### config.mk
export PLATFORM = sky130hd
export DESIGN_NAME = spi_reg_bridge
export DESIGN_NICKNAME = d
export VERILOG_FILES = /design/src/rtl/spi_reg_pkg.sv /design/src/rtl/spi_reg_bridge.sv
export SDC_FILE = /design/constraint.sdc
export NUM_CORES = 1
export LEC_CHECK = 0
export ABC_AREA = 1
export BUFFER_PORTS_ARGS = -buffer_cell sky130_fd_sc_hd__buf_2
export CORE_UTILIZATION = 56
export DETAILED_ROUTE_END_ITERATION = 6
export PLACE_DENSITY = 0.92
export SLEW_MARGIN = 5
export SYNTH_ARGS = -nofsm -noshare
export SYNTH_HDL_FRONTEND = slang
export SYNTH_SLANG_ARGS = --single-unit
### constraint.sdc
create_clock -name clk -period 4.05 [get_ports clk]
set_clock_uncertainty 0.2 [all_clocks]
set_input_delay 0.6075 -clock clk [delete_from_list [all_inputs] [get_ports clk]]
set_output_delay 0.6075 -clock clk [all_outputs]
set_load 0.02 [all_outputs]
### src/rtl/spi_reg_pkg.sv
// Shared types and constants for the SPI command/register bridge.
package spi_reg_pkg;

  localparam int unsigned BYTE_W     = 8;
  localparam int unsigned CMD_RW_BIT = 7;
  localparam logic        CMD_READ   = 1'b1;

  localparam logic [BYTE_W-1:0] STATUS_BYTE_DEFAULT = 8'hA5;

  typedef enum logic [2:0] {
    S_IDLE     = 3'd0,
    S_CMD      = 3'd1,
    S_WR       = 3'd2,
    S_RD_ISSUE = 3'd3,
    S_RD_CAPT  = 3'd4,
    S_RD       = 3'd5
  } state_e;

endpackage

### src/rtl/spi_reg_bridge.sv
// Turns SPI slave bytes into register-bus accesses with address auto-increment
// and supplies the next transmit byte back to the SPI slave.
module spi_reg_bridge
  import spi_reg_pkg::*;
#(
  parameter int unsigned       ADDR_W      = 7,
  parameter logic [BYTE_W-1:0] STATUS_BYTE = STATUS_BYTE_DEFAULT
) (
  input  logic              clk,
  input  logic              rst,
  input  logic              spi_tsx_start,
  input  logic [BYTE_W-1:0] spi_data_out,
  input  logic              spi_data_stb,
  output logic [BYTE_W-1:0] spi_data_in,
  output logic [ADDR_W-1:0] reg_addr,
  output logic [BYTE_W-1:0] reg_wdata,
  output logic              reg_we,
  output logic              reg_re,
  input  logic [BYTE_W-1:0] reg_rdata,
  output logic              busy
);

  state_e              state_q, state_d;
  logic [ADDR_W-1:0]   ptr_q, ptr_d;
  logic [BYTE_W-1:0]   tx_q, tx_d;
  logic [ADDR_W-1:0]   addr_q, addr_d;
  logic [BYTE_W-1:0]   wdata_q, wdata_d;
  logic                we_q, we_d;
  logic                re_q, re_d;
  logic                busy_q, busy_d;

  // State, address counter and registered outputs.
  always_ff @(posedge clk) begin
    if (rst) begin
      state_q <= S_IDLE;
      ptr_q   <= '0;
      tx_q    <= '0;
      addr_q  <= '0;
      wdata_q <= '0;
      we_q    <= 1'b0;
      re_q    <= 1'b0;
      busy_q  <= 1'b0;
    end else begin
      state_q <= state_d;
      ptr_q   <= ptr_d;
      tx_q    <= tx_d;
      addr_q  <= addr_d;
      wdata_q <= wdata_d;
      we_q    <= we_d;
      re_q    <= re_d;
      busy_q  <= busy_d;
    end
  end

  // Next-state logic; reg_re is raised on entry to RD_ISSUE so it is high
  // for exactly the RD_ISSUE cycle and read data lands during RD_CAPT.
  always_comb begin
    state_d = state_q;
    ptr_d   = ptr_q;
    tx_d    = tx_q;
    addr_d  = addr_q;
    wdata_d = wdata_q;
    we_d    = 1'b0;
    re_d    = 1'b0;
    busy_d  = busy_q;

    if (spi_tsx_start) begin
      // New frame from any state; a coincident byte strobe is dropped.
      state_d = S_CMD;
      tx_d    = STATUS_BYTE;
      busy_d  = 1'b1;
    end else begin
      case (state_q)
        S_IDLE: begin
        end
        S_CMD: begin
          if (spi_data_stb) begin
            ptr_d = spi_data_out[ADDR_W-1:0];
            if (spi_data_out[CMD_RW_BIT] == CMD_READ) begin
              re_d    = 1'b1;
              addr_d  = spi_data_out[ADDR_W-1:0];
              state_d = S_RD_ISSUE;
            end else begin
              state_d = S_WR;
            end
          end
        end
        S_WR: begin
          if (spi_data_stb) begin
            we_d    = 1'b1;
            addr_d  = ptr_q;
            wdata_d = spi_data_out;
            ptr_d   = ptr_q + ADDR_W'(1);
          end
        end
        S_RD_ISSUE: begin
          state_d = S_RD_CAPT;
        end
        S_RD_CAPT: begin
          tx_d    = reg_rdata;
          ptr_d   = ptr_q + ADDR_W'(1);
          state_d = S_RD;
        end
        S_RD: begin
          if (spi_data_stb) begin
            re_d    = 1'b1;
            addr_d  = ptr_q;
            state_d = S_RD_ISSUE;
          end
        end
        default: begin
          state_d = S_IDLE;
        end
      endcase
    end
  end

  assign spi_data_in = tx_q;
  assign reg_addr    = addr_q;
  assign reg_wdata   = wdata_q;
  assign reg_we      = we_q;
  assign reg_re      = re_q;
  assign busy        = busy_q;

endmodule

==> reports/metrics.csv <==
stage,metric,value,unit
run_status,outcome,finished with violations,
run_status,failing checks,design-rule violations,
place,I/O Buffers,45,
setup_path,worst r2r src,state_q[1],
sta,fin crit share,49.08,%
logic_synthesis,share of the synthesized area in the top cell type,41.35,%
routing,Initial DRC Count,137,
final_layout,Syn-to-layout area delta,15.51,%
logic_synthesis,largest cells by area after synthesis,"dfxtp_1, nand2_1, o21ai_0, nor2_1, inv_1",
logic_synthesis,Syn. warnings,0,
logic_synthesis,register bit total from synthesis,36,
routing,DRT Pass-1 Iters,6,
clock_network,CTS Hold Buffers Added,0,
global_routing,global route overflow,0,
final_layout,"commonest non-fill, non-tap cell in the layout",nand2_1,
die,initial core utilization,61.10,%
power_and_ir_drop,register share of total power,55.7,%
clock_network,CTS tree,done,
sta,Slew HR,61.62,%
power_and_ir_drop,sw power,193.1,uW
logic_synthesis,dominant cell type by area after synthesis,dfxtp_1,
clock_network,clock slew at reported path FFs,0.11,ns
clock_network,H-tree levels,2,
setup_path,"Max FO, Critical Path",12,
place,pre-CTS setup slack,2.108,ns
setup_path,crit path from,state_q[1],
worst_hold_path,hold crit path type,flip-flop to flip-flop,
setup_path,worst path cell trace,inv_2 -> nand3_1 -> nand2_1 -> inv_1 -> nand2_1 -> nand2_1 -> nand2_1 -> o21ai_0 -> nor2_1,
die,Die Span X,57.79,um
routing,final wirelength,3716,um
power_and_ir_drop,Power Dens Cells,338.1,mW/mm^2
setup_path,Top delay family on crit path,simple AND/OR/NAND/NOR gates,
routing,Detail Route Antenna Nets,0,
sta,Fin. Hold Viols,0,
power_and_ir_drop,P_int,487.4,uW
sta,Slew Limit Fails,0,
power_and_ir_drop,clock share of power,30.2,%
setup_path,CP Class,flip-flop to flip-flop,
routing,post-DR vias/cell,5.297,
setup_path,slowest cell delay on critical path,0.49,ns
final_layout,ANT cells,0,
logic_synthesis,synth unique cells,27,
sta,Slew @ Worst Pin,0.5738,ns
worst_hold_path,Worst Min Path Start,reg_addr[6],
setup_path,crit path capture type,flip-flop,
die,FP Rows,19,
sta,endpoints failing setup,0,
power_and_ir_drop,VDD IR max,275.0,uV
global_routing,first-pass GRT wire length,6251,um
final_layout,fin nets,322,
final_layout,fillers,257,
clock_network,CTS resizes,0,
setup_path,critical path arrival,2.04,ns
global_routing,gr usage total,24.40,%
clock_network,CTS sink count,36,
global_routing,largest net degree at the start of global routing,22,
setup_path,crit path buf inv count,2,
logic_synthesis,Synth Instances,258,
setup_path,"Slowest-stage cell, CP",dfxtp_1,
power_and_ir_drop,P_leak,0.001010,uW
die,die height,57.79,um
setup_path,Worst path most repeated cell,nand2_1,
clock_network,maximum clock path buffer count,2,
place,hpwl dp,2669,um
clock_network,Post CTS Setup Buffer Count,0,
sta,slack of the critical path,2.062,ns
global_routing,initial antenna violation count,0,
sta,TNS Setup,0,ns
logic_synthesis,Post-Syn Nets,279,
routing,vias,1764,
routing,drc violations,6,
logic_synthesis,mean area per synthesized cell,6.756,sq um
logic_synthesis,"Seq/Total Area, Yosys",41.35,%
sta,RSZ-0062 raised after global routing,false,
die,Core Box Area,0.002853,sq mm
final_layout,share of layout cells above drive strength 1,20.86,%
power_and_ir_drop,Gate power share,14.1,%
sta,Peak Freq,0.5031,GHz
setup_path,CP required,4.10,ns
die,die area,0.003340,sq mm
sta,minimum clock period after layout,1.988,ns
logic_synthesis,Synth Cell Area,0.001743,sq mm
place,GPL Wtd Cong,0.8860,
clock_network,worst-skew pair later-pin latency,0.35,ns
die,I/O pin count,46,
clock_network,CTS buffer count,5,
run,Max-cap violations,0,
final_layout,most frequent cells in the layout,"nand2_1, buf_2, dfxtp_1",
clock_network,CTS Root Cell,clkbuf_4,
routing,WL per Instance,11.16,um
global_routing,number of global-route vias before repair,1500,
power_and_ir_drop,switching part of the total,28.38,%
setup_path,crit path launch type,flip-flop,
## cells by family after synthesis
kind of cell	after synthesis	synth area share [%]
DFF	36	41.35
adders and majority gates	1	0.7178
AOI/OAI and AO/OA	49	14.57
and+or+nand+nor	129	32.81
buffers and inverters	43	10.55
## worst register-to-register path: cells and delay by family, from the launching register on
family,cells,cell delay (ns)
AO/OA/AOI/OAI,1,0.08
buffers and inverters,2,0.29
flip-flops,1,0.49
AND/OR/NAND/NOR,6,0.85
## metal layers
metal  GRT usage [%]  wire (um)  vias up
met1           31.50       1724      774
met2           39.04       1591       78
met5               0          0        -
met3           4.911        314       10
met4           12.24         86        0
li1                -          -      902
## synth_stat cells
cell / instances
a21oi_1: 15
a31oi_1: 1
buf_2: 3
buf_4: 1
buf_6: 2
clkbuf_1: 3
dfxtp_1: 36
ha_1: 1
inv_1: 32
inv_2: 2
nand2_1: 65
nand2_2: 1
nand2_4: 1
nand3_1: 15
nand3_2: 1
nand3_4: 1
nand4_1: 3
nor2_1: 35
nor2_2: 2
nor2_4: 1
nor3_1: 1
nor3_4: 1
nor4_1: 1
o211ai_1: 1
o21ai_0: 30
o21bai_1: 2
or2_2: 1
## stage by stage
step / instance area [sq um] / hold WS, ns / total power, uW / std cells / utilization (%)
detailed placement: 1951 / 0.2535 / 482.2 / 325 / 68.38
floorplan: 1743 / 0.2584 / 453.6 / 258 / -
global route: 2013 / 0.3016 / 715.6 / 333 / 70.57
CTS: 2013 / 0.2891 / 685.2 / 333 / 70.57
global placement: 1951 / 0.2558 / 479.7 / 325 / 68.38
finish: 2013 / 0.2861 / 680.6 / 333 / 70.57
## registers in the layout (all words and copies together) (netlist names)
register and flops:
busy 1, state_q 3, reg_addr 7, reg_re 1
ptr_q 7, reg_wdata 8, spi_data_in 8, reg_we 1
## power by group through the flow
stage | registers, uW | logic, uW | clock network (uW)
after floorplan | 397 | 57.1 | 0
after global placement | 386 | 93.2 | 0
after detailed placement | 387 | 95.2 | 0
after CTS | 379 | 95.7 | 210
after global routing | 381 | 109 | 226
final | 379 | 95.8 | 205
## worst paths after layout
| check | end | slack, ns | cells after the start |
|---|---|---|---|
| worst min register to register | reg_addr[6] | 0.29 | 2 |
| worst max register to register | ptr_q[4] | 2.06 | 9 |
| worst min-delay path | reg_addr[6] | 0.29 | 2 |
| worst max-delay path | ptr_q[4] | 2.06 | 9 |
## area by class of cell
class                           instances  area [sq um]  share of cell area, %
Multi-Input combinational cell        179         838.3                  41.64
Sequential cell                        36         720.7                  35.80
Timing Repair Buffer                   45         225.2                  11.19
Inverter                               34         127.6                  6.339
Clock buffer                            7         55.05                  2.735
Tap cell                               31         38.79                  1.927
Clock inverter                          1         7.507                 0.3729
Power figures use the tool's default switching activity.
